`src/rtl/midi_uart_tx.sv`:
```
// Serial byte transmitter with a small input FIFO. Frames each queued byte as
// start, LSB-first data, stop bit(s) and an optional idle gap on a line that idles high.
module midi_uart_tx #(
  parameter int CLK_FREQ   = 50_000_000,
  parameter int BAUD_RATE  = 38400,
  parameter int DATA_BITS  = 8,
  parameter int STOP_BITS  = 1,
  parameter int GAP_BITS   = 0,
  parameter int FIFO_DEPTH = 4
) (
  input  logic                          clk,
  input  logic                          reset_n,
  input  logic [DATA_BITS-1:0]          wr_data,
  input  logic                          wr_en,
  output logic                          full,
  output logic [$clog2(FIFO_DEPTH):0]   level,
  output logic                          overflow,
  output logic                          tx,
  output logic                          busy,
  output logic                          byte_done
);

  localparam int CLKS_PER_BIT = CLK_FREQ / BAUD_RATE;
  localparam int CNT_W        = (CLKS_PER_BIT > 1) ? $clog2(CLKS_PER_BIT) : 1;
  localparam int PTR_W        = $clog2(FIFO_DEPTH);
  localparam int LVL_W        = PTR_W + 1;

  localparam logic [CNT_W-1:0] CNT_LAST  = CNT_W'(CLKS_PER_BIT - 1);
  localparam logic [3:0]       DATA_LAST = 4'(DATA_BITS - 1);
  localparam logic [3:0]       STOP_LAST = 4'(STOP_BITS - 1);
  localparam logic [3:0]       GAP_LAST  = 4'(GAP_BITS - 1);

  typedef enum logic [2:0] {
    S_IDLE,
    S_START,
    S_DATA,
    S_STOP,
    S_GAP
  } state_e;

  state_e               state_q, state_d;
  logic [CNT_W-1:0]     cnt_q, cnt_d;
  logic [3:0]           bit_q, bit_d;
  logic [DATA_BITS-1:0] shift_q, shift_d;
  logic                 tx_q, tx_d;
  logic                 byte_done_q, byte_done_d;
  logic                 overflow_q, overflow_d;
  logic                 full_q, full_d;
  logic [LVL_W-1:0]     level_q, level_d;
  logic [PTR_W-1:0]     wr_ptr_q, wr_ptr_d;
  logic [PTR_W-1:0]     rd_ptr_q, rd_ptr_d;
  logic [DATA_BITS-1:0] mem [FIFO_DEPTH];

  logic push, pop, bit_tick, next_frame;

  // full is the registered flag, so a pop in the same cycle never frees a slot early.
  always_comb begin
    push       = wr_en && !full_q;
    overflow_d = wr_en && full_q;
    wr_ptr_d   = wr_ptr_q + PTR_W'(push);
    rd_ptr_d   = rd_ptr_q + PTR_W'(pop);
    level_d    = level_q + LVL_W'(push) - LVL_W'(pop);
    full_d     = (level_d == LVL_W'(FIFO_DEPTH));
  end

  // NOTE: the storage array has no reset; level/pointers alone define which entries are valid.
  always_ff @(posedge clk) begin
    if (push) mem[wr_ptr_q] <= wr_data;
  end

  // NOTE: every _d gets a default first so no branch can leave it unassigned and infer a latch.
  always_comb begin
    state_d     = state_q;
    cnt_d       = cnt_q;
    bit_d       = bit_q;
    shift_d     = shift_q;
    pop         = 1'b0;
    byte_done_d = 1'b0;
    next_frame  = 1'b0;
    bit_tick    = (cnt_q == CNT_LAST);

    if (state_q != S_IDLE) cnt_d = bit_tick ? '0 : cnt_q + CNT_W'(1);

    case (state_q)
      S_IDLE: begin
        if (level_q != '0) begin
          pop     = 1'b1;
          shift_d = mem[rd_ptr_q];
          state_d = S_START;
        end
      end
      S_START: begin
        if (bit_tick) begin
          state_d = S_DATA;
          bit_d   = '0;
        end
      end
      S_DATA: begin
        if (bit_tick) begin
          shift_d = shift_q >> 1;
          if (bit_q == DATA_LAST) begin
            state_d = S_STOP;
            bit_d   = '0;
          end else begin
            bit_d = bit_q + 4'd1;
          end
        end
      end
      S_STOP: begin
        if (bit_tick) begin
          if (bit_q == STOP_LAST) begin
            byte_done_d = 1'b1;
            bit_d       = '0;
            if (GAP_BITS > 0) state_d = S_GAP;
            else              next_frame = 1'b1;
          end else begin
            bit_d = bit_q + 4'd1;
          end
        end
      end
      S_GAP: begin
        if (bit_tick) begin
          if (bit_q == GAP_LAST) begin
            bit_d      = '0;
            next_frame = 1'b1;
          end else begin
            bit_d = bit_q + 4'd1;
          end
        end
      end
      default: state_d = S_IDLE;
    endcase

    // Chaining straight into the next start bit keeps back-to-back frames gapless.
    if (next_frame) begin
      if (level_q != '0) begin
        pop     = 1'b1;
        shift_d = mem[rd_ptr_q];
        state_d = S_START;
      end else begin
        state_d = S_IDLE;
      end
    end
  end

  always_comb begin
    tx_d = 1'b1;
    case (state_q)
      S_START: tx_d = 1'b0;
      S_DATA:  tx_d = shift_q[0];
      default: tx_d = 1'b1;
    endcase
  end

  // NOTE: sequential state uses <= so every flop samples pre-edge values regardless of order.
  always_ff @(posedge clk or negedge reset_n) begin
    if (!reset_n) begin
      state_q     <= S_IDLE;
      cnt_q       <= '0;
      bit_q       <= '0;
      shift_q     <= '0;
      tx_q        <= 1'b1;
      byte_done_q <= 1'b0;
      overflow_q  <= 1'b0;
      full_q      <= 1'b0;
      level_q     <= '0;
      wr_ptr_q    <= '0;
      rd_ptr_q    <= '0;
    end else begin
      state_q     <= state_d;
      cnt_q       <= cnt_d;
      bit_q       <= bit_d;
      shift_q     <= shift_d;
      tx_q        <= tx_d;
      byte_done_q <= byte_done_d;
      overflow_q  <= overflow_d;
      full_q      <= full_d;
      level_q     <= level_d;
      wr_ptr_q    <= wr_ptr_d;
      rd_ptr_q    <= rd_ptr_d;
    end
  end

  // tx and byte_done are registered together, so the pulse lines up with the last stop-bit clock on the line.
  assign tx        = tx_q;
  assign byte_done = byte_done_q;
  assign overflow  = overflow_q;
  assign full      = full_q;
  assign level     = level_q;
  assign busy      = (state_q != S_IDLE);

endmodule
```
`config.mk`:
```
export PLATFORM = sky130hd
export DESIGN_NAME = midi_uart_tx
export DESIGN_NICKNAME = d
export VERILOG_FILES = /design/src/rtl/midi_uart_tx.sv
export SDC_FILE = /design/constraint.sdc
export NUM_CORES = 1
export LEC_CHECK = 0
export BUFFER_PORTS_ARGS = -buffer_cell sky130_fd_sc_hd__buf_2
export CAP_MARGIN = 20
export CORE_UTILIZATION = 25
export DETAILED_ROUTE_END_ITERATION = 10
export GPL_TIMING_DRIVEN = 0
export PLACE_DENSITY_LB_ADDON = 0.2
export REMOVE_ABC_BUFFERS = 1
export SYNTH_ARGS = -nofsm -noshare
export SYNTH_HDL_FRONTEND = slang
export SYNTH_SLANG_ARGS = --single-unit
```
`constraint.sdc`:
```
create_clock -name clk -period 5.1 [get_ports clk]
set_input_delay 0.765 -clock clk [delete_from_list [all_inputs] [get_ports clk]]
set_output_delay 0.765 -clock clk [all_outputs]
set_load 0.02 [all_outputs]
```
### Word level (Yosys, flattened, before mapping)

Memory sizes are Yosys's and may differ from the RTL's.
Cells that the tools add are included.

* memory bits (read-only): 0
* flip-flop bits (word level): 37
* input port bits: 11
* bits in latches: 0
* output and inout bits: 8
* bits in writable memories: 32
* memories kept: 1
* word-level logic and storage cells: 80

* add/sub/neg operators: 6
* divide/modulo/power cells: 0
* multipliers: 0
* bitwise operators: 0
* reduce and logical (&&, ||, !) cells: 11
* muxes and demuxes: 34
* shift operators: 0
* $lt $le $gt $ge: 0
* eq/ne operators: 17

Memories
* mem: depth 4, width 8, rd ports 1, clocked after Yosys merged registers in 0, write ports 1, RTL line 52 `logic [DATA_BITS-1:0] mem [FIFO_DEPTH];`

Operators by type and width (count)
* $mux W8: 4
* $mux W4: 7
* $pmux W4 S4: 1
* $pmux W8 S2: 1
* $mux W3: 5
* $mux W1: 12
* $ne A3 B3 Y1 const B: 4
* $pmux W3 S4: 1
* $add A11 B1 Y11 const B: 1
* $eq A11 B11 Y1 const B: 1
* $mux W11: 1
* $reduce_and A5 Y1: 2
* $ne A2 B2 Y1 const B: 4
* $eq A3 B2 Y1 const B: 2
* $eq A3 B3 Y1 const B: 2
* $reduce_bool A3 Y1: 2
* $add A2 B1 Y2: 2
* $add A4 B1 Y4 const B: 1
* $eq A4 B3 Y1 const B: 1
* $eq A4 B4 Y1 const B: 1
* $logic_not A4 Y1: 1
* $pmux W1 S2: 2
* $reduce_bool A4 Y1: 1
* $add A3 B1 Y3: 1
* other kinds (7): 8

### Logic depth before layout (Yosys ltp)

Gate-level depths: netlist of the first run.

* depth after elaboration: 7
* gate-level depth with buffers: 15
* mapped depth without buffers: 14

### Least setup slack after synthesis of the first run

No wires, ideal clock.

* path kind: reg-to-reg
* from: register state_q[0]
* to: register full_q, in the netlist full
* clock period less this slack: 2968 ps
* required time: 5012 ps
* cell stages (with the launch flop): 16
* slack: 2132 ps
* path buffers: 2
* setup time: 88 ps
* arrival time: 2880 ps
* cell sequence: dfrtp_1 > ha_1 > buf_4 > and4bb_1 > and4_1 > buf_6 > o21ai_4 > inv_1 > ha_1 > inv_1 > ha_1 > inv_1 > fa_1 > xnor2_1 > xnor2_1 > nor3b_1

* cells in the longest elaborated chain, start to end: 6
* elaborated cells between the ends (all ways): 9
* classes of those cells: add/sub (1); eq/ne (3); mux (4); reduce/logical (1)

Ends and longest elaborated chain
* from (decl): RTL line 41 `state_e state_q, state_d;`
* from (signal assigned): RTL line 170 `state_q <= state_d;`
* $logic_not A3 Y1: RTL line 84 `case (state_q)`
* $mux W1: RTL line 84
* $mux W1: RTL line 136 `if (level_q != '0) begin`
* $mux W1 *: RTL line 135 `if (next_frame) begin`
* $sub A3 B1 Y3 *: RTL line 62 `level_d = level_q + LVL_W'(push) - LVL_W'(pop);`
* via level_d[2]: RTL line 49 `logic [LVL_W-1:0] level_q, level_d;`
* $eq A3 B3 Y1 *: RTL line 63 `full_d = (level_d == LVL_W'(FIFO_DEPTH));`
* via full_d: RTL line 48 `logic full_q, full_d;`
* to (signal assigned): RTL line 177 `full_q <= full_d;`
* to (decl): RTL line 48

Mark *: on every way through the listed nets, which the timed path passes. The rest lies on a longest branch.
A chain may end at the register's enable or synchronous reset.

### Worst setup path in the final report of the first run

Same ends and word-level chain as after synthesis.

==> reports/results.ini, run 1 <==
[power]
p_sw_share_pct=32.8
powerDensity_mw_per_mm2=628
vdd_ir_drop_max_mv=0.226
intPower_uw=1530
power.share.clock_pct=29.6
p_seq_share_pct=38.8
switching_power_uw=747
p_comb_share_pct=31.6
p_leak_uw=0.00147

[worst_setup_path]
cp_max_fo=9
start_kind=flip-flop
required_ns=5.34
reg2reg_depth=13
r2r_start=state_q[0]$_DFFE_PN0P_
r2r_end=full$_DFF_PN0_
worstSetupEndpointType=flip-flop
worstPathArrival_ns=3.55
path_class=reg2reg
reg2reg_slack_ns=1.79

[clock_network]
cts.clk_slew.worst_paths_ns=0.06
cts_sinks=68
cts_resized=0
cts_hold_buf=0
tritoncts=done
cts_buffer_depth=2
cts_buffers=9
h-tree-depth=3
post_cts_buffers=0
clockRootBuffer=clkbuf_16
clk_latency_ns=0.34

[sta]
final-hold-violation-count=0
slew_violations=0
min_period_ns=3.31
worst_pin_slew_ns=0.826
rsz0062_at_grt=no
whs_ns=0.499
clock.fmax_mhz=302
skew_ns=0.00524
setup-tns-final_ns=0
slew_headroom_pct=45.0
finalCritPeriodShare_pct=64.9
setup_violations=0
setup_ws_ns=1.79

[layout]
num_antenna_cells=0
nets=263
fin_cells=391
nFillCells=1233
area_delta_synth_final_pct=17.9
layout-drive-gt1-share_pct=23.0
final_area_mm2=0.00362

[die]
die_y_um=113
core_mm2=0.0120
rows=40
pin_count=19
start_util_pct=25.6
die_x_um=113
dieArea_mm2=0.0127

[grt]
grtUsageTotal_pct=9.74
antenna_found_initial=0
grt.overflow.total=0
grt_pass1_vias=1756
grt_max_degree=37
grt_pass1_wl_um=9230

[synth]
synth.most_common_cell=dfrtp_1
netlist_area_mm2=0.00307
avgSynthCellArea_um2=14.2
synth_top_cell_area_share_pct=31.3
synth.area.top_cells=edfxtp_1, dfrtp_1, mux4_2, ha_1, a221o_1
ys_seq_elements=68
yosysTopAreaCell=edfxtp_1
ys_types=51
async_flop_share_pct=52.9
synth-edff-count=32
synthFlopType=dfrtp_1
yosysWarnings=0
seq_area_frac_synth_pct=60.6
yosys-top-cells-count=dfrtp_1, edfxtp_1, ha_1, inv_1, nand2_1
syn-instance-count=216

[hold_path]
whs_path_depth=1
hp-class=reg2reg
hold_start=cnt_q[9]$_DFFE_PN0N_
holdPathEnd=cnt_q[9]$_DFFE_PN0N_

[placement]
port_buffers=18
hpwl_um=3630
place_area_mm2=0.00330
dp_slack_ns=1.78
gp_congestion=0.690
dp_cells=375

[drt]
vias_per_cell=4.50
via_count=1759
wl_per_cell_um=13.8
firstDrtPassIters=4
drc_errors=0
drt_wl_total_um=5410
antenna_left=0
drtIter0Drc=38

[run_status]
status=finished clean

[flow_run]
drv_cap=0

-- metrics by stage --
step	total power [uW]	util, %
final	2270	30.2
after global routing	2440	30.2
after CTS	2320	30.2
after detailed placement	1630	27.5
after global placement	1620	27.4
after floorplan	1430	-
-- logic make-up (layout without fill, tap and decap cells) --
kind of cell | count (synthesis) | in the layout | synth area share (%)
flip-flops | 68 | 68 | 60.6
XOR/XNOR | 10 | 10 | 2.85
multiplexers | 10 | 10 | 6.56
AND/OR/NAND/NOR | 63 | 63 | 12.3
buffers and inverters | 20 | 48 | 3.38
adder cells (fa/ha/maj) | 13 | 13 | 5.54
AO/OA/AOI/OAI | 32 | 32 | 8.75
-- state kept, by name, indices dropped and copies added, names as in the netlist, 2 cells and up --
name and flops:
bit_q 4, cnt_q 11, level 3, mem 32, rd_ptr_q 2, shift_q 8
state_q 2, wr_ptr_q 2
-- layer usage --
metal	wire (um)	track usage (%)	vias to the layer above
met5	0	0	-
met1	2540	11.9	870
li1	-	-	854
met4	115	5.53	0
met3	205	3.48	10
met2	2550	14.9	25
-- placed cells by master, fill, tap and decap left out, types with 2 or more instances in the layout --
| master | count |
|---|---|
| xnor2_1 | 4 |
| inv_6 | 2 |
| a221o_1 | 7 |
| a22o_1 | 2 |
| inv_1 | 12 |
| nand2_1 | 10 |
| nor3b_1 | 2 |
| buf_2 | 20 |
| clkbuf_16 | 9 |
| ha_1 | 12 |
| mux4_2 | 8 |
| o31ai_1 | 2 |
| nand3b_1 | 2 |
| or3b_2 | 2 |
| nor3_1 | 7 |
| and4bb_1 | 2 |
| o21ai_0 | 7 |
| nand3_1 | 7 |
| bufinv_16 | 2 |
| nor2b_1 | 7 |
| dfrtp_1 | 35 |
| and3_1 | 4 |
| a21o_1 | 2 |
| a21oi_1 | 3 |
| nor2_1 | 9 |
| xor2_1 | 6 |
| edfxtp_1 | 32 |
-- worst max path at each step --
stage / from / endpoint / slack (ns) / cells past startpoint
floorplan: state_q[0]$_DFFE_PN0P_ / full$_DFF_PN0_ / 2.19 / 13
CTS: state_q[0]$_DFFE_PN0P_ / full$_DFF_PN0_ / 1.75 / 13
detailed placement: state_q[0]$_DFFE_PN0P_ / full$_DFF_PN0_ / 1.78 / 13
finish: state_q[0]$_DFFE_PN0P_ / full$_DFF_PN0_ / 1.79 / 13
global placement: state_q[0]$_DFFE_PN0P_ / full$_DFF_PN0_ / 1.78 / 13
global route: state_q[0]$_DFFE_PN0P_ / full$_DFF_PN0_ / 1.47 / 13
-- area by class of cell --
cell class | instances | area, um^2 | area share [%]
flip-flops and latches | 68 | 1860 | 51.4
multi-input cells | 128 | 1110 | 30.5
clock buffers | 9 | 225 | 6.22
well taps | 147 | 184 | 5.08
repair buffers | 20 | 100 | 2.76
clock inverters | 7 | 98.8 | 2.73
inverters | 12 | 45.0 | 1.24
-- power groups by stage --
stage / logic [uW] / registers, uW / clock network (uW)
final: 718 / 883 / 673
after floorplan: 551 / 883 / 0
after CTS: 735 / 888 / 695
after global routing: 811 / 911 / 716
after global placement: 727 / 897 / 0
after detailed placement: 736 / 898 / 0
-- critical path: stages, from the launching register on --
cell      delay [ns]
dfrtp_1         0.41
ha_1            0.34
and4bb_1        0.31
and4_1          0.30
o21ai_4         0.25
inv_1           0.14
ha_1            0.30
inv_1           0.05
ha_1            0.12
inv_1           0.04
fa_1            0.37
xnor2_1         0.18
xnor2_1         0.16
nor3b_1         0.22
(Power assumes the default switching activity.)
==> inputs of run 2 (changes only) <==
Settings changed: ABC_AREA from default to 1.
Clock period 5.1 ns to 2.8 ns, I/O delays scaled along.
==> reports/results.ini, run 2 <==
[clock_network]
clockRootBuffer=clkbuf_16
tritoncts=done
cts_buffers=9
cts_buffer_depth=2
cts_hold_buf=0
cts_sinks=68
h-tree-depth=3
cts.clk_slew.worst_paths_ns=0.06
clk_latency_ns=0.33

[sta]
setup_violations=0
skew_ns=0.00595
clock.fmax_mhz=377
worst_pin_slew_ns=0.860
slew_headroom_pct=42.6
slew_violations=0
final-hold-violation-count=0
min_period_ns=2.65
finalCritPeriodShare_pct=94.7
setup-tns-final_ns=0

[synth]
synth_top_cell_area_share_pct=29.7
netlist_area_mm2=0.00324
yosys-top-cells-count=nand2_1, dfrtp_1, inv_1
seq_area_frac_synth_pct=57.5
yosysWarnings=0
synth.most_common_cell=nand2_1
ys_seq_elements=68
synthFlopType=dfrtp_1
syn-instance-count=327
synth.area.top_cells=edfxtp_1, dfrtp_1, nand2_1, ha_1, o21ai_0
synth-edff-count=32
ys_types=32
async_flop_share_pct=52.9
yosysTopAreaCell=edfxtp_1
avgSynthCellArea_um2=9.91

[worst_setup_path]
required_ns=3.07
start_kind=flip-flop
crit_top_cell=inv_1
worstPathArrival_ns=2.92
worstSetupEndpointType=flip-flop
reg2reg_slack_ns=0.15
critPathLaunch=bit_q[0]$_DFFE_PN0P_
critical_path.slowest_cell=dfrtp_1
crit_chain=inv_1 -> ha_1 -> nand3_1 -> nor2_4 -> nand3_4 -> a21oi_4 -> ha_4 -> inv_1 -> ha_1 -> inv_1 -> fa_2 -> xnor2_2 -> xnor2_1 -> nand2_1 -> nor2_1
cp_max_fo=4
r2r_start=bit_q[0]$_DFFE_PN0P_
reg2reg_depth=15
path_class=reg2reg
critical_path.max_stage_delay_ns=0.41
r2r_end=full$_DFF_PN0_

[die]
rows=41
pin_count=19
die_y_um=116
die_x_um=116
core_mm2=0.0126
start_util_pct=25.7
dieArea_mm2=0.0134

[layout]
most-common-layout-cells=nand2_1, dfrtp_1, inv_1, edfxtp_1, nor2_1
multi_input_area_mm2=0.00123
largest_register=mem
final_core_util_pct=31.2
fin_cells=538
area_delta_synth_final_pct=21.4
top_regs=mem (32), cnt_q (11), shift_q (8)
nFillCells=1351
num_antenna_cells=0
layout-drive-gt1-share_pct=20.8
nets=385
final_area_mm2=0.00393
largest_register_ff_count=32
mostFrequentLayoutCell=nand2_1
seqCellArea_mm2=0.00186

[placement]
gp_congestion=0.747
hpwl_um=4370
place_area_mm2=0.00354
port_buffers=18
dp_cells=515

[run_status]
status=finished clean

[drt]
drtIter0Drc=70
firstDrtPassIters=5
drc_errors=0
drt_wl_total_um=6350
vias_per_cell=4.17
wl_per_cell_um=11.8
via_count=2246
antenna_left=0

[power]
fin_total_pwr_uw=4370
p_leak_uw=0.00172
powerDensity_mw_per_mm2=1110
vdd_ir_drop_max_mv=0.358

[grt]
antenna_found_initial=0
grt_pass1_vias=2174
grt.overflow.total=0
grtUsageTotal_pct=10.7
grt_pass1_wl_um=10700
grt_max_degree=37

[flow_run]
drv_cap=0

[hold_path]
hp-class=in2async

-- run 2: cell count changes in the layout (fill, tap and decap cells not counted), moves of 6 or more --
cell and delta:
nand2_1 +67, nor2b_1 -7, o22ai_1 +7, mux4_2 -8, a221o_1 -7, nand3_1 +11, nor2_1 +21, inv_2 +6
inv_1 +20, buf_4 +9, o21ai_0 +19
-- run 2: how the worst max path moves through the flow --
| stage | to | slack [ns] | cells after the start |
|---|---|---|---|
| after floorplan | full$_DFF_PN0_ | 0.18 | 17 |
| after global placement | full$_DFF_PN0_ | -0.14 | 14 |
| after detailed placement | full$_DFF_PN0_ | -0.17 | 17 |
| after CTS | full$_DFF_PN0_ | 0.02 | 17 |
| after global routing | full$_DFF_PN0_ | -0.03 | 15 |
| final | full$_DFF_PN0_ | 0.15 | 15 |
-- run 2: kinds of logic (layout without fill, tap and decap cells) --
logic type	count (synthesis)	after routing	share of synthesized area, %
DFF	68	68	57.5
xor gates and xnor gates	11	11	2.97
AOI/OAI and AO/OA	39	39	6.91
adders and majority gates	13	13	5.25
and+or+nand+nor	152	152	21.8
buffers and inverters	44	83	5.52
-- run 2: timing repair --
item                                    CTS  global route
endpoints found under the setup margin    2             2
resized for setup                         1             7
pin swaps                                 2             7
setup buffers                             2             5
-- run 2: area by class of cell --
cell class                 instances  area share, %
timing repair buffer              28           4.14
clock inverter                     7           2.07
clock buffer                       9           5.73
sequential                        68           47.4
multi-input combinational        215           31.4
inverter                          39           3.82
tap                              172           5.47
-- run 2: stage by stage --
step,hold WS (ns),worst slack [ns]
after floorplan,0.124,0.176
after global placement,0.463,-0.141
after detailed placement,0.477,-0.170
after CTS,0.238,0.0235
after global routing,0.288,-0.0300
final,0.198,0.148
-- run 2: power breakdown --
part	internal, uW	total [uW]	switching (uW)
logic	629	1610	977
registers	1360	1600	241
clock network	702	1160	462
total	2690	4370	1680
-- run 2: worst max-delay path, delay by kind of cell (launching register included) --
family,cells,cell delay [ns]
AOI/OAI and AO/OA,1,0.16
xor gates and xnor gates,2,0.36
adders and majority gates,4,0.86
and+or+nand+nor,5,0.61
DFF,1,0.41
buffers and inverters,3,0.18
-- run 2: per-layer routing --
metal | GRT usage, % | share of wire, % | vias up
met4 | 4.62 | 1.4 | 0
li1 | - | - | 1149
met1 | 12.9 | 47 | 1061
met5 | 0 | 0 | -
met2 | 17.5 | 48 | 26
met3 | 3.56 | 3.4 | 10
==> inputs of run 3 (changes only) <==
Settings changed: SETUP_SLACK_MARGIN from default to 0.3.
==> reports/results.ini, run 3 (synthesis results as in run 2) <==
[drt]
via_count=2247
wl_per_cell_um=11.9
vias_per_cell=4.15
firstDrtPassIters=4
drtIter0Drc=64
antenna_left=0
drt_wl_total_um=6440
drc_errors=0

[layout]
top_regs=mem (32), cnt_q (11), shift_q (8)
area_delta_synth_final_pct=23.0
most-common-layout-cells=nand2_1, dfrtp_1, edfxtp_1
num_antenna_cells=0
mostFrequentLayoutCell=nand2_1
largest_register=mem
layout-drive-gt1-share_pct=22.8
largest_register_ff_count=32
fin_cells=541
nets=388

[die]
rows=41
start_util_pct=25.7
pin_count=19
dieArea_mm2=0.0134
core_mm2=0.0126
die_x_um=116
die_y_um=116

[power]
p_sw_share_pct=38.4
intPower_uw=2750
p_seq_share_pct=36.1
switching_power_uw=1720
powerDensity_mw_per_mm2=1120
power.share.clock_pct=26.1
p_comb_share_pct=37.8
p_leak_uw=0.00174
vdd_ir_drop_max_mv=0.358

[sta]
final-hold-violation-count=0
worst_pin_slew_ns=0.863
slew_headroom_pct=42.4
clock.fmax_mhz=389
rsz0062_at_grt=yes
min_period_ns=2.57
slew_violations=0
finalCritPeriodShare_pct=91.7
setup-tns-final_ns=0
setup_violations=0
skew_ns=0.00629

[clock_network]
h-tree-depth=3
clk_latency_ns=0.33
cts_buffers=9
cts_sinks=68
cts_buffer_depth=2
cts_hold_buf=0
tritoncts=done
clockRootBuffer=clkbuf_16
cts.clk_slew.worst_paths_ns=0.06

[worst_setup_path]
critPathBufInv=4
critPathLaunch=cnt_q[1]$_DFFE_PN0N_
start_kind=flip-flop
cp_max_fo=2
reg2reg_depth=17
worstSetupEndpointType=flip-flop
crit_chain=inv_2 -> ha_4 -> inv_2 -> nor2_2 -> nand3_2 -> nor2_4 -> nand3_4 -> a21oi_4 -> ha_4 -> inv_4 -> ha_4 -> inv_2 -> fa_2 -> xnor2_2 -> xnor2_1 -> nand2_1 -> nor2_1
r2r_start=cnt_q[1]$_DFFE_PN0N_
path_class=reg2reg
r2r_end=full$_DFF_PN0_
cp-endpoint=full$_DFF_PN0_
worst-path-stages=17
worstPathArrival_ns=2.84
critical_path.max_stage_delay_ns=0.39
critical_path.slowest_cell=dfrtp_1
required_ns=3.07
reg2reg_slack_ns=0.23
cp_top_family=adder cells

[placement]
dp_cells=515
gp_congestion=0.747
hpwl_um=4370
port_buffers=18

[flow_run]
drv_cap=0

[run_status]
status=finished clean

[grt]
grtUsageTotal_pct=10.8
grt_pass1_vias=2206
grt_pass1_wl_um=10800
grt_max_degree=37
antenna_found_initial=0
grt.overflow.total=0

[hold_path]
hp-class=in2async

run 3: changes by cell type in the layout (fill, tap and decap cells not counted):
cell / change
inv_4: +1
ha_4: +2
inv_2: +2
buf_4: +3
nand3_1: -1
nand3_2: +1
inv_1: -3
ha_1: -1
ha_2: -1
run 3: what timing repair did:
| action | 4_1_cts | 5_1_grt |
|---|---|---|
| setup buffers | 4 | 6 |
| gates resized for setup | 4 | 12 |
| pin swaps | 4 | 11 |
| setup endpoints to repair | 3 | 3 |
run 3: through the flow:
stage	total power, uW	hold slack, ns	util [%]	instance area (um^2)	worst slack [ns]
after floorplan	2700	0.124	-	3210	0.176
after global placement	3090	0.463	27.8	3510	-0.141
after detailed placement	3130	0.477	28.0	3540	-0.170
after CTS	4360	0.238	30.8	3890	0.125
after global routing	4850	0.288	31.6	3990	0.101
final	4460	0.198	31.6	3990	0.232
run 3: power by group through the flow:
| stage | Clock (uW) | Sequential (uW) | Combinational (uW) |
|---|---|---|---|
| after CTS | 1200 | 1610 | 1550 |
| after global placement | 0 | 1620 | 1470 |
| after floorplan | 0 | 1610 | 1100 |
| after detailed placement | 0 | 1630 | 1510 |
| final | 1160 | 1610 | 1690 |
| after global routing | 1240 | 1660 | 1950 |
run 3: routing by layer:
| metal | global-route usage [%] | vias up | wire [um] |
|---|---|---|---|
| li1 | - | 1158 | - |
| met1 | 12.9 | 1054 | 3010 |
| met2 | 17.7 | 25 | 3110 |
| met3 | 3.56 | 10 | 211 |
| met4 | 4.62 | 0 | 110 |
| met5 | 0 | - | 0 |
run 3: worst min-delay path by stage:
stage | end | slack, ns | depth (start not counted) | from
detailed placement | overflow$_DFF_PN0_ | 0.48 | 2 | full$_DFF_PN0_
global route | cnt_q[9]$_DFFE_PN0N_ | 0.29 | 1 | reset_n
global placement | overflow$_DFF_PN0_ | 0.46 | 2 | full$_DFF_PN0_
CTS | cnt_q[9]$_DFFE_PN0N_ | 0.24 | 1 | reset_n
floorplan | bit_q[0]$_DFFE_PN0P_ | 0.12 | 0 | reset_n
finish | cnt_q[9]$_DFFE_PN0N_ | 0.20 | 1 | reset_n
run 3: worst register-to-register path: stages (launching register included):
cell	delay, ns
dfrtp_1	0.39
inv_2	0.08
ha_4	0.13
inv_2	0.04
nor2_2	0.10
nand3_2	0.09
nor2_4	0.13
nand3_4	0.09
a21oi_4	0.16
ha_4	0.22
inv_4	0.05
ha_4	0.11
inv_2	0.03
fa_2	0.37
xnor2_2	0.15
xnor2_1	0.18
nand2_1	0.09
nor2_1	0.10
run 3: area by class of cell:
class / instances / area (um^2)
Fill cell: 1343 / 8630
Sequential cell: 68 / 1860
Multi-Input combinational cell: 215 / 1260
Clock buffer: 9 / 225
Tap cell: 172 / 215
Timing Repair Buffer: 31 / 185
Inverter: 39 / 153
Clock inverter: 7 / 81.3
